[src/rtl/level_meter_pkg.sv]
// Shared constants and helpers for the stereo LED level meter (level_meter_bar).
// Covers threshold search from magnitude to LED count and the count-to-thermometer expansion.
package level_meter_pkg;

    localparam int LM_SAMPLE_WIDTH = 16;
    localparam int LM_LEDS         = 16;
    localparam int LM_CNT_W        = $clog2(LM_LEDS);

    // Number of 6 dB thresholds met: LED k needs mag >= 2^(sample_width-leds+k), k < leds-1.
    function automatic int mag_to_count(input int mag, input int sample_width, input int leds);
        int n;
        n = 0;
        for (int k = 0; k < 31; k++) begin
            if ((k < leds - 1) && (mag >= (1 << (sample_width - leds + k)))) begin
                n = k + 1;
            end
        end
        return n;
    endfunction

    function automatic logic [31:0] count_to_therm(input int count);
        logic [31:0] t;
        for (int k = 0; k < 32; k++) begin
            t[k] = (k < count);
        end
        return t;
    endfunction

endpackage

[src/rtl/level_meter_bar_channel.sv]
// One meter channel: magnitude, window peak, fall-back ballistics, clip hold and,
// with LEVEL_METER_PEAK_HOLD_EN defined, a peak-hold dot. Produces one LEDS-bit bar.
module level_meter_channel
    import level_meter_pkg::*;
#(
    parameter int SAMPLE_WIDTH = LM_SAMPLE_WIDTH,
    parameter int LEDS         = LM_LEDS,
    parameter int CLIP_HOLD    = 8
`ifdef LEVEL_METER_PEAK_HOLD_EN
    ,
    parameter int HOLD_PERIODS = 16
`endif
) (
    input  logic                    clk,
    input  logic                    reset,
    input  logic                    i_valid,
    input  logic [SAMPLE_WIDTH-1:0] i_sample,
    input  logic                    i_close,
    output logic [LEDS-1:0]         o_bar
);

    localparam int CNT_W = $clog2(LEDS);
    localparam int CT_W  = $clog2(CLIP_HOLD + 1);
    localparam logic [SAMPLE_WIDTH-1:0] MAX_POS = {1'b0, {(SAMPLE_WIDTH-1){1'b1}}};
    localparam logic [SAMPLE_WIDTH-1:0] MIN_NEG = {1'b1, {(SAMPLE_WIDTH-1){1'b0}}};

    logic [SAMPLE_WIDTH-2:0] mag;
    logic                    clip;
    logic [SAMPLE_WIDTH-2:0] wpk_q, wpk_d;
    logic                    clip_seen_q, clip_seen_d;
    logic [CNT_W-1:0]        count_q, count_d, wcount, count_dec;
    logic [CT_W-1:0]         ctimer_q, ctimer_d;
    logic                    clip_led_q, clip_led_d;

    always_comb begin
        clip = (i_sample == MAX_POS) || (i_sample == MIN_NEG);
        if (i_sample == MIN_NEG) begin
            mag = '1;
        end else if (i_sample[SAMPLE_WIDTH-1]) begin
            mag = ~i_sample[SAMPLE_WIDTH-2:0] + (SAMPLE_WIDTH-1)'(1);
        end else begin
            mag = i_sample[SAMPLE_WIDTH-2:0];
        end
    end

    // i_close marks the cycle after a window's last sample: wpk_q already holds the
    // full window peak, and any sample arriving now belongs to the next window.
    always_comb begin
        wpk_d       = wpk_q;
        clip_seen_d = clip_seen_q;
        count_d     = count_q;
        ctimer_d    = ctimer_q;
        clip_led_d  = clip_led_q;
        wcount      = CNT_W'(mag_to_count(int'(wpk_q), SAMPLE_WIDTH, LEDS));
        count_dec   = (count_q == '0) ? '0 : count_q - CNT_W'(1);
        if (i_close) begin
            wpk_d       = i_valid ? mag : '0;
            clip_seen_d = i_valid && clip;
            count_d     = (wcount > count_dec) ? wcount : count_dec;
            clip_led_d  = clip_seen_q || (ctimer_q != '0);
            if (clip_seen_q) begin
                ctimer_d = CT_W'(CLIP_HOLD);
            end else if (ctimer_q != '0) begin
                ctimer_d = ctimer_q - CT_W'(1);
            end
        end else if (i_valid) begin
            if (mag > wpk_q) begin
                wpk_d = mag;
            end
            clip_seen_d = clip_seen_q || clip;
        end
    end

    always_ff @(posedge clk or posedge reset) begin
        if (reset) begin
            wpk_q       <= '0;
            clip_seen_q <= 1'b0;
            count_q     <= '0;
            ctimer_q    <= '0;
            clip_led_q  <= 1'b0;
        end else begin
            wpk_q       <= wpk_d;
            clip_seen_q <= clip_seen_d;
            count_q     <= count_d;
            ctimer_q    <= ctimer_d;
            clip_led_q  <= clip_led_d;
        end
    end

`ifdef LEVEL_METER_PEAK_HOLD_EN
    localparam int HT_W = $clog2(HOLD_PERIODS + 1);

    logic [CNT_W-1:0] hp_q, hp_d;
    logic [HT_W-1:0]  ht_q, ht_d;
    logic [LEDS-1:0]  dot;

    always_comb begin
        hp_d = hp_q;
        ht_d = ht_q;
        if (i_close) begin
            if (count_d >= hp_q) begin
                hp_d = count_d;
                ht_d = HT_W'(HOLD_PERIODS);
            end else if (ht_q != '0) begin
                ht_d = ht_q - HT_W'(1);
            end else begin
                // count_d < hp_q here, so hp_q is nonzero
                hp_d = hp_q - CNT_W'(1);
            end
        end
    end

    always_ff @(posedge clk or posedge reset) begin
        if (reset) begin
            hp_q <= '0;
            ht_q <= '0;
        end else begin
            hp_q <= hp_d;
            ht_q <= ht_d;
        end
    end

    always_comb begin
        dot   = (hp_q != '0) ? (LEDS'(1) << (hp_q - CNT_W'(1))) : '0;
        o_bar = LEDS'(count_to_therm(int'(count_q))) | dot;
        o_bar[LEDS-1] = clip_led_q;
    end
`else
    always_comb begin
        o_bar = LEDS'(count_to_therm(int'(count_q)));
        o_bar[LEDS-1] = clip_led_q;
    end
`endif

endmodule

[src/rtl/level_meter_bar.sv]
// Stereo level meter: per-window LED bar frames for the STP16 shifter over valid/ready.
// Define LEVEL_METER_PEAK_HOLD_EN to add the per-channel peak-hold dot.
module level_meter_bar
    import level_meter_pkg::*;
#(
    parameter int SAMPLE_WIDTH   = LM_SAMPLE_WIDTH,
    parameter int LEDS           = LM_LEDS,
    parameter int UPDATE_SAMPLES = 1024,
    parameter int CLIP_HOLD      = 8
`ifdef LEVEL_METER_PEAK_HOLD_EN
    ,
    parameter int HOLD_PERIODS   = 16
`endif
) (
    input  logic                    reset,
    input  logic                    clk,
    input  logic                    i_valid,
    input  logic [SAMPLE_WIDTH-1:0] i_left,
    input  logic [SAMPLE_WIDTH-1:0] i_right,
    output logic                    o_valid,
    input  logic                    o_ready,
    output logic [2*LEDS-1:0]       o_data
);

    localparam int SCNT_W = $clog2(UPDATE_SAMPLES);
    localparam logic [SCNT_W-1:0] LAST = SCNT_W'(UPDATE_SAMPLES - 1);

    logic [SCNT_W-1:0] scnt_q, scnt_d;
    logic              close_q, close_d;
    logic              upd_q, upd_d;
    logic              o_valid_q, o_valid_d;
    logic [2*LEDS-1:0] o_data_q, o_data_d;
    logic              pend_q, pend_d;
    logic [2*LEDS-1:0] pend_data_q, pend_data_d;
    logic [LEDS-1:0]   bar_l, bar_r;
    logic [2*LEDS-1:0] frame;
    logic              slot_free;

    level_meter_channel #(
        .SAMPLE_WIDTH(SAMPLE_WIDTH),
        .LEDS        (LEDS),
        .CLIP_HOLD   (CLIP_HOLD)
`ifdef LEVEL_METER_PEAK_HOLD_EN
        ,
        .HOLD_PERIODS(HOLD_PERIODS)
`endif
    ) u_left (
        .clk     (clk),
        .reset   (reset),
        .i_valid (i_valid),
        .i_sample(i_left),
        .i_close (close_q),
        .o_bar   (bar_l)
    );

    level_meter_channel #(
        .SAMPLE_WIDTH(SAMPLE_WIDTH),
        .LEDS        (LEDS),
        .CLIP_HOLD   (CLIP_HOLD)
`ifdef LEVEL_METER_PEAK_HOLD_EN
        ,
        .HOLD_PERIODS(HOLD_PERIODS)
`endif
    ) u_right (
        .clk     (clk),
        .reset   (reset),
        .i_valid (i_valid),
        .i_sample(i_right),
        .i_close (close_q),
        .o_bar   (bar_r)
    );

    // Handshake: a frame transfers on any edge with o_valid && o_ready; o_data is held
    // while o_valid && !o_ready. A frame that finds the slot busy parks in the pending
    // register, where a newer frame replaces it.
    always_comb begin
        scnt_d  = scnt_q;
        close_d = 1'b0;
        if (i_valid) begin
            close_d = (scnt_q == LAST);
            scnt_d  = close_d ? '0 : scnt_q + SCNT_W'(1);
        end
        upd_d       = close_q;
        frame       = {bar_l, bar_r};
        slot_free   = !o_valid_q || o_ready;
        o_valid_d   = o_valid_q;
        o_data_d    = o_data_q;
        pend_d      = pend_q;
        pend_data_d = pend_data_q;
        if (upd_q) begin
            if (slot_free) begin
                o_valid_d = 1'b1;
                o_data_d  = frame;
                pend_d    = 1'b0;
            end else begin
                pend_d      = 1'b1;
                pend_data_d = frame;
            end
        end else if (slot_free && pend_q) begin
            o_valid_d = 1'b1;
            o_data_d  = pend_data_q;
            pend_d    = 1'b0;
        end else if (o_ready) begin
            o_valid_d = 1'b0;
        end
    end

    always_ff @(posedge clk or posedge reset) begin
        if (reset) begin
            scnt_q      <= '0;
            close_q     <= 1'b0;
            upd_q       <= 1'b0;
            o_valid_q   <= 1'b0;
            o_data_q    <= '0;
            pend_q      <= 1'b0;
            pend_data_q <= '0;
        end else begin
            scnt_q      <= scnt_d;
            close_q     <= close_d;
            upd_q       <= upd_d;
            o_valid_q   <= o_valid_d;
            o_data_q    <= o_data_d;
            pend_q      <= pend_d;
            pend_data_q <= pend_data_d;
        end
    end

    assign o_valid = o_valid_q;
    assign o_data  = o_data_q;

endmodule

[config.mk]
export PLATFORM = sky130hd
export DESIGN_NAME = level_meter_bar
export DESIGN_NICKNAME = d
export VERILOG_FILES = /design/src/rtl/level_meter_pkg.sv /design/src/rtl/level_meter_bar_channel.sv /design/src/rtl/level_meter_bar.sv
export SDC_FILE = /design/constraint.sdc
export NUM_CORES = 1
export LEC_CHECK = 0
export BUFFER_PORTS_ARGS = -buffer_cell sky130_fd_sc_hd__buf_2
export CAP_MARGIN = 20
export CORE_ASPECT_RATIO = 1.1
export CORE_MARGIN = 3
export CORE_UTILIZATION = 60
export DETAILED_ROUTE_END_ITERATION = 10
export PLACE_DENSITY = 0.8
export SETUP_SLACK_MARGIN = 0.15
export SYNTH_ARGS = -nofsm -noshare
export SYNTH_HDL_FRONTEND = slang
export SYNTH_SLANG_ARGS = --single-unit
export TNS_END_PERCENT = 10
[constraint.sdc]
create_clock -name clk -period 12.3 [get_ports clk]
set_input_delay 2.46 -clock clk [delete_from_list [all_inputs] [get_ports clk]]
set_output_delay 2.46 -clock clk [all_outputs]
set_load 0.02 [all_outputs]
; ---- After elaboration in Yosys (flattened, before gate mapping)
; Cells that the tools add are included.
[word_totals]
register_bits = 128
out_inout_bits = 33
word_cells = 192
[classes]
add_sub_neg = 7
order_cmp = 64
eq_ne = 6
n_mux = 66
bitwise_logic = 3
reduce_logical = 29
[ops]
columns = cell, n
row1 = $mux W15, 12
row2 = $mux W4, 34
row3 = $mux W32, 3
row4 = $lt A4 B4 Y1 const A, 14
row5 = $eq A16 B15 Y1 const B, 2
row6 = $eq A16 B16 Y1 const B, 2
row7 = $lt A3 B4 Y1 const A, 8
row8 = $add A15 B1 Y15 const B, 2
row9 = $ge A15 B1 Y1 const B, 2
row10 = $ge A15 B10 Y1 const B, 2
row11 = $ge A15 B11 Y1 const B, 2
row12 = $ge A15 B12 Y1 const B, 2
row13 = $ge A15 B13 Y1 const B, 2
row14 = $ge A15 B14 Y1 const B, 2
row15 = $ge A15 B15 Y1 const B, 2
row16 = $ge A15 B2 Y1 const B, 2
row17 = $ge A15 B3 Y1 const B, 2
row18 = $ge A15 B4 Y1 const B, 2
row19 = $ge A15 B5 Y1 const B, 2
row20 = $ge A15 B6 Y1 const B, 2
row21 = $ge A15 B7 Y1 const B, 2
row22 = $ge A15 B8 Y1 const B, 2
row23 = $ge A15 B9 Y1 const B, 2
row24 = $gt A15 B15 Y1, 2
row25 = other kinds (20), 66

; ---- Logic depth before layout (Yosys ltp)
[logic_depth]
word_depth = 18
ltp_mapped = 15
ltp_nobuf = 13

; ---- Modules after synthesis
; Synthesis repeated with hierarchy kept, for this count alone.
[unflattened]
cells_unflattened = 765
area_unflattened_um2 = 7786.2
[by_module_without_submodules]
columns = mod, instances, cells_per_inst, area_per_inst_um2
row1 = level_meter_channel, 2, 267, 2202.1
row2 = level_meter_bar, 1, 231, 3382.0

; ---- Worst setup path before layout
; OpenSTA, ideal clock, no wires.
[synth_path]
kind = input-to-reg
start = input i_left[3]
end = register u_left.wpk_q[9]
setup_time_ps = 121
arrival_time_ps = 5148
path_slack_ps = 7031
path_stages = 14
path_buffers = 2
cell_sequence = nor4_4 nand3_2 and4bb_2 a211oi_1 a31oi_1 ha_1 a21oi_1 a21oi_1 a2111oi_0 o21ai_1 and3_1 clkbuf_1 buf_2 a22o_1
[synth_between]
elab_chain_len = 7
word_cells_on_any_way = 12
classes_between = add/sub (1) / order compare (1) / eq/ne (1) / mux (6) / bitwise (1) / reduce/logical (2)
[synth_lines]
columns = element, line
row1 = from (decl), level_meter_bar.sv:18  ; input logic [SAMPLE_WIDTH-1:0] i_left,
row2 = $not A15 Y15, level_meter_bar_channel.sv:40  ; mag = ~i_sample[SAMPLE_WIDTH-2:0] + (SAMPLE_WIDTH-1)'(1);
row3 = $add A15 B1 Y15, level_meter_bar_channel.sv:40
row4 = $mux W15, level_meter_bar_channel.sv:39  ; end else if (i_sample[SAMPLE_WIDTH-1]) begin
row5 = $mux W15 *, level_meter_bar_channel.sv:37  ; if (i_sample == MIN_NEG) begin
row6 = $gt A15 B15 Y1 / $mux W15 (equally long branches), level_meter_bar_channel.sv:67  ; if (mag > wpk_q) begin
row7 = $reduce_bool A2 Y1 (no source line) / $mux W15 (equally long branches), n/a
row8 = $reduce_and A2 Y1 (no source line) / $mux W15 (equally long branches), n/a
row9 = to (signal assigned), level_meter_bar_channel.sv:82  ; wpk_q <= wpk_d;
row10 = to (decl), level_meter_bar_channel.sv:29  ; logic [SAMPLE_WIDTH-2:0] wpk_q, wpk_d;
; Mark *: on every way between the ends. The rest lies on a longest branch, timed or not. The select of a mux whose other input is x is not followed.
; A chain may end at the register's enable or synchronous reset.

; ---- Worst setup path after layout
[layout_path]
start = input i_right[0]
end = register u_right.wpk_q[11]
[layout_between]
elab_chain_len = 7
word_cells_on_any_way = 12
classes_between = add/sub (1) / order compare (1) / eq/ne (1) / mux (6) / bitwise (1) / reduce/logical (2)
[layout_lines]
columns = element, line
row1 = from (decl), level_meter_bar.sv:19  ; input logic [SAMPLE_WIDTH-1:0] i_right,
row2 = $not A15 Y15, level_meter_bar_channel.sv:40
row3 = $add A15 B1 Y15, level_meter_bar_channel.sv:40
row4 = $mux W15, level_meter_bar_channel.sv:39
row5 = $mux W15 *, level_meter_bar_channel.sv:37
row6 = $gt A15 B15 Y1 / $mux W15 (equally long branches), level_meter_bar_channel.sv:67
row7 = $reduce_bool A2 Y1 (no source line) / $mux W15 (equally long branches), n/a
row8 = $reduce_and A2 Y1 (no source line) / $mux W15 (equally long branches), n/a
row9 = to (signal assigned), level_meter_bar_channel.sv:82
row10 = to (decl), level_meter_bar_channel.sv:29
; Marked as above.

==> results.py <==
metrics = {
    "synthesis": {
        "synth-edff-count": 0,
        "ys_async_sr_fraction_pct": 100,
        "synth_largest_area_cell": "dfrtp_1",
        "synth_area_leaders": "dfrtp_1 (43%), ha_1 (7.6%), o21ai_0 (7.0%), nand2_1 (5.8%), a22o_1 (3.8%)",
        "ys_ff_latch": 128,
        "yosysWarnings": 0,
        "ys_types": 56,
        "syn_area_um2": 7440,
        "synth_commonest_cells": "dfrtp_1 (128), nand2_1 (114), o21ai_0 (104), inv_1 (60), nor2_1 (52)",
        "syn_avg_cell_area_um2": 8.90,
        "ys.flop_type": "dfrtp_1",
        "seq_area_frac_synth_pct": 43.1,
        "post-synth-top-count-cell": "dfrtp_1",
        "synth_top_area_share_pct": 43.1,
        "synthCells": 836,
        "synth_nets": 917,
    },
    "power": {
        "clock_power_share_pct": 33.4,
        "combPwrFrac_pct": 26.9,
        "vdd_drop_max_v": 0.000108,
        "p_total_mw": 1.37,
        "power_frac_seq_pct": 39.7,
        "p_per_area_nw_per_um2": 162,
        "power_switching_mw": 0.437,
        "p_leak_nw": 3.87,
        "intPower_mw": 0.929,
        "swShare_pct": 32.0,
    },
    "clocking": {
        "cts_max_path_buffers": 2,
        "clk_latency_ps": 410,
        "clock_sinks": 128,
        "hold_buffers": 0,
        "htreeDepth": 4,
        "cts_setup_buffers": 0,
        "cts_buffers": 17,
        "cts-resized-gates": 0,
        "cts_root_buffer": "clkbuf_16",
        "cts_tree": "done",
        "cts.reportedPaths.clkPinSlew_ps": 50,
    },
    "layout": {
        "syn_to_final_growth_pct": 13.2,
        "layout.cells.non_filler": 1053,
        "num_antenna_cells": 0,
        "drive_gt1_share_pct": 13.3,
        "nNetsFinal": 967,
        "fin_util_pct": 69.7,
        "fillers": 937,
    },
    "detailed_routing": {
        "via_per_inst": 5.92,
        "drtPass1Iterations": 5,
        "drt_iter0_markers": 450,
        "routedWlPerCell_um": 15.2,
        "vias": 6237,
        "totalWireLength_mm": 16.0,
        "antenna_left": 0,
        "drc": 0,
    },
    "sta": {
        "finalCritPeriodShare_pct": 44.7,
        "rsz0062_at_grt": "no",
        "max-slew-margin-rel_pct": 34.5,
        "fin_hold_ws_ps": 471,
        "worst_pin_slew_ps": 982,
        "fin_setup_tns_ps": 0,
        "setup_violations": 0,
        "max_freq_ghz": 0.182,
        "finalCriticalPeriod_ps": 5500,
        "hold_violations": 0,
        "slew_viol_final": 0,
        "clock_skew_ps": 7.70,
    },
    "place": {
        "io_buffers": 68,
        "place_congestion": 0.902,
        "post-place-cells": 1019,
        "dp_hpwl_mm": 11.6,
    },
    "critical_path": {
        "rr_startpoint": "u_left.wpk_q[4]",
        "required_ps": 12640,
        "cp_max_fo": 15,
        "cp_data_arrival_time_ps": 5840,
        "endpoint_kind": "flop",
        "rr_worst_depth": 10,
        "r2r_end": "u_left.count_q[1]",
        "r2r_setup_slack_ps": 8960,
        "worstSetupPathType": "in2reg",
        "startpoint_type": "input port",
    },
    "grt": {
        "grt_max_degree": 80,
        "grt_usage_pct": 24.2,
        "gr-total-overflow": 0,
        "grt_pass1_vias": 6030,
        "antenna_found_initial": 0,
        "grt_pass1_wl_mm": 27.8,
    },
    "floorplanning": {
        "row_count": 42,
        "fp.dieH_um": 123,
        "io_pins": 69,
        "start_util_pct": 61.6,
        "dieWidth_um": 112,
        "core_area_um2": 12100,
        "dieArea_um2": 13800,
    },
    "worst_hold_path": {
        "min_path_cells": 2,
        "hold_start": "o_data[2]",
        "hold_path.class": "reg2reg",
        "min_to": "o_data[2]",
    },
    "run_status": {
        "status": "completed",
    },
    "job": {
        "maxCapViolations": 0,
    },
}
==> flip-flops by register name, indices dropped and copies added (netlist names), 4 cells and up <==
| register | cells |
|---|---|
| u_right.count_q | 4 |
| scnt_q | 10 |
| u_right.ctimer_q | 4 |
| pend_data_q | 32 |
| o_data | 32 |
| u_left.count_q | 4 |
| u_left.wpk_q | 15 |
| u_right.wpk_q | 15 |
| u_left.ctimer_q | 4 |
==> worst max path at each step <==
| stage | startpoint | to |
|---|---|---|
| finish | i_right[0] | u_right.wpk_q[11] |
| global route | i_right[6] | u_right.wpk_q[4] |
| CTS | i_right[0] | u_right.wpk_q[3] |
| detailed placement | i_right[0] | u_right.wpk_q[3] |
| global placement | i_right[0] | u_right.wpk_q[7] |
| floorplan | reset | close_q |
==> layout by cell type (no fill, tap or decap), types with 17 or more instances in the layout <==
cell type / instances
a21oi_1: 28
a22o_1: 32
buf_2: 68
clkbuf_16: 17
dfrtp_1: 128
ha_1: 45
inv_1: 59
nand2_1: 114
nand3_1: 20
nand4_1: 17
nor2_1: 52
nor3_1: 24
o21ai_0: 104
==> per-stage QoR <==
step                instance area [µm²]  setup WS [ps]
floorplan                          7440           6430
global placement                   7850           6580
detailed placement                 7850           6420
CTS                                8390           6850
global route                       8420           6600
finish                             8420           6800
==> cell type report <==
type                    instances  area [µm²]  share of cell area [%]
clock buffers                  25         475                    5.65
clock inverters                 7        60.1                   0.713
inverters                      60         228                    2.70
multi-input cells             605        3860                    45.8
flip-flops and latches        128        3200                    38.0
well taps                     154         193                    2.29
repair buffers                 74         405                    4.81
==> layer usage <==
metal / vias up / GRT usage, % / share of wire (%)
met5: - / 0 / 0
met1: 2968 / 32.1 / 46
met4: 0 / 9.84 / 2.7
li1: 3089 / - / -
met2: 151 / 39.6 / 48
met3: 29 / 4.44 / 4.0
==> worst max-delay path, stage by stage <==
cell     delay, ps
buf_2          130
or4_4          550
nor3_2         160
nand2_1        110
o41ai_2        240
mux2i_1        360
ha_1           190
nand4_1        120
o41ai_1        400
a21oi_1        100
nor2_1         740
a22o_1         270
==> power groups by stage <==
| stage | Sequential [mW] | Clock (mW) | Combinational, mW |
|---|---|---|---|
| CTS | 0.540 | 0.462 | 0.367 |
| global route | 0.548 | 0.485 | 0.421 |
| detailed placement | 0.546 | 0 | 0.364 |
| floorplan | 0.527 | 0 | 0.283 |
| global placement | 0.541 | 0 | 0.345 |
| finish | 0.542 | 0.456 | 0.367 |
==> cells by family (layout without fill, tap and decap cells) <==
family | Yosys count | in the layout | share of synthesized area (%)
AOI/OAI and AO/OA | 237 | 237 | 20.2
xor gates and xnor gates | 20 | 20 | 2.35
and+or+nand+nor | 282 | 282 | 18.7
DFF | 128 | 128 | 43.1
adders and majority gates | 45 | 45 | 7.57
buffers and inverters | 103 | 166 | 5.25
muxes | 21 | 21 | 2.93
Note: power is estimated with default switching activity, not from simulation.
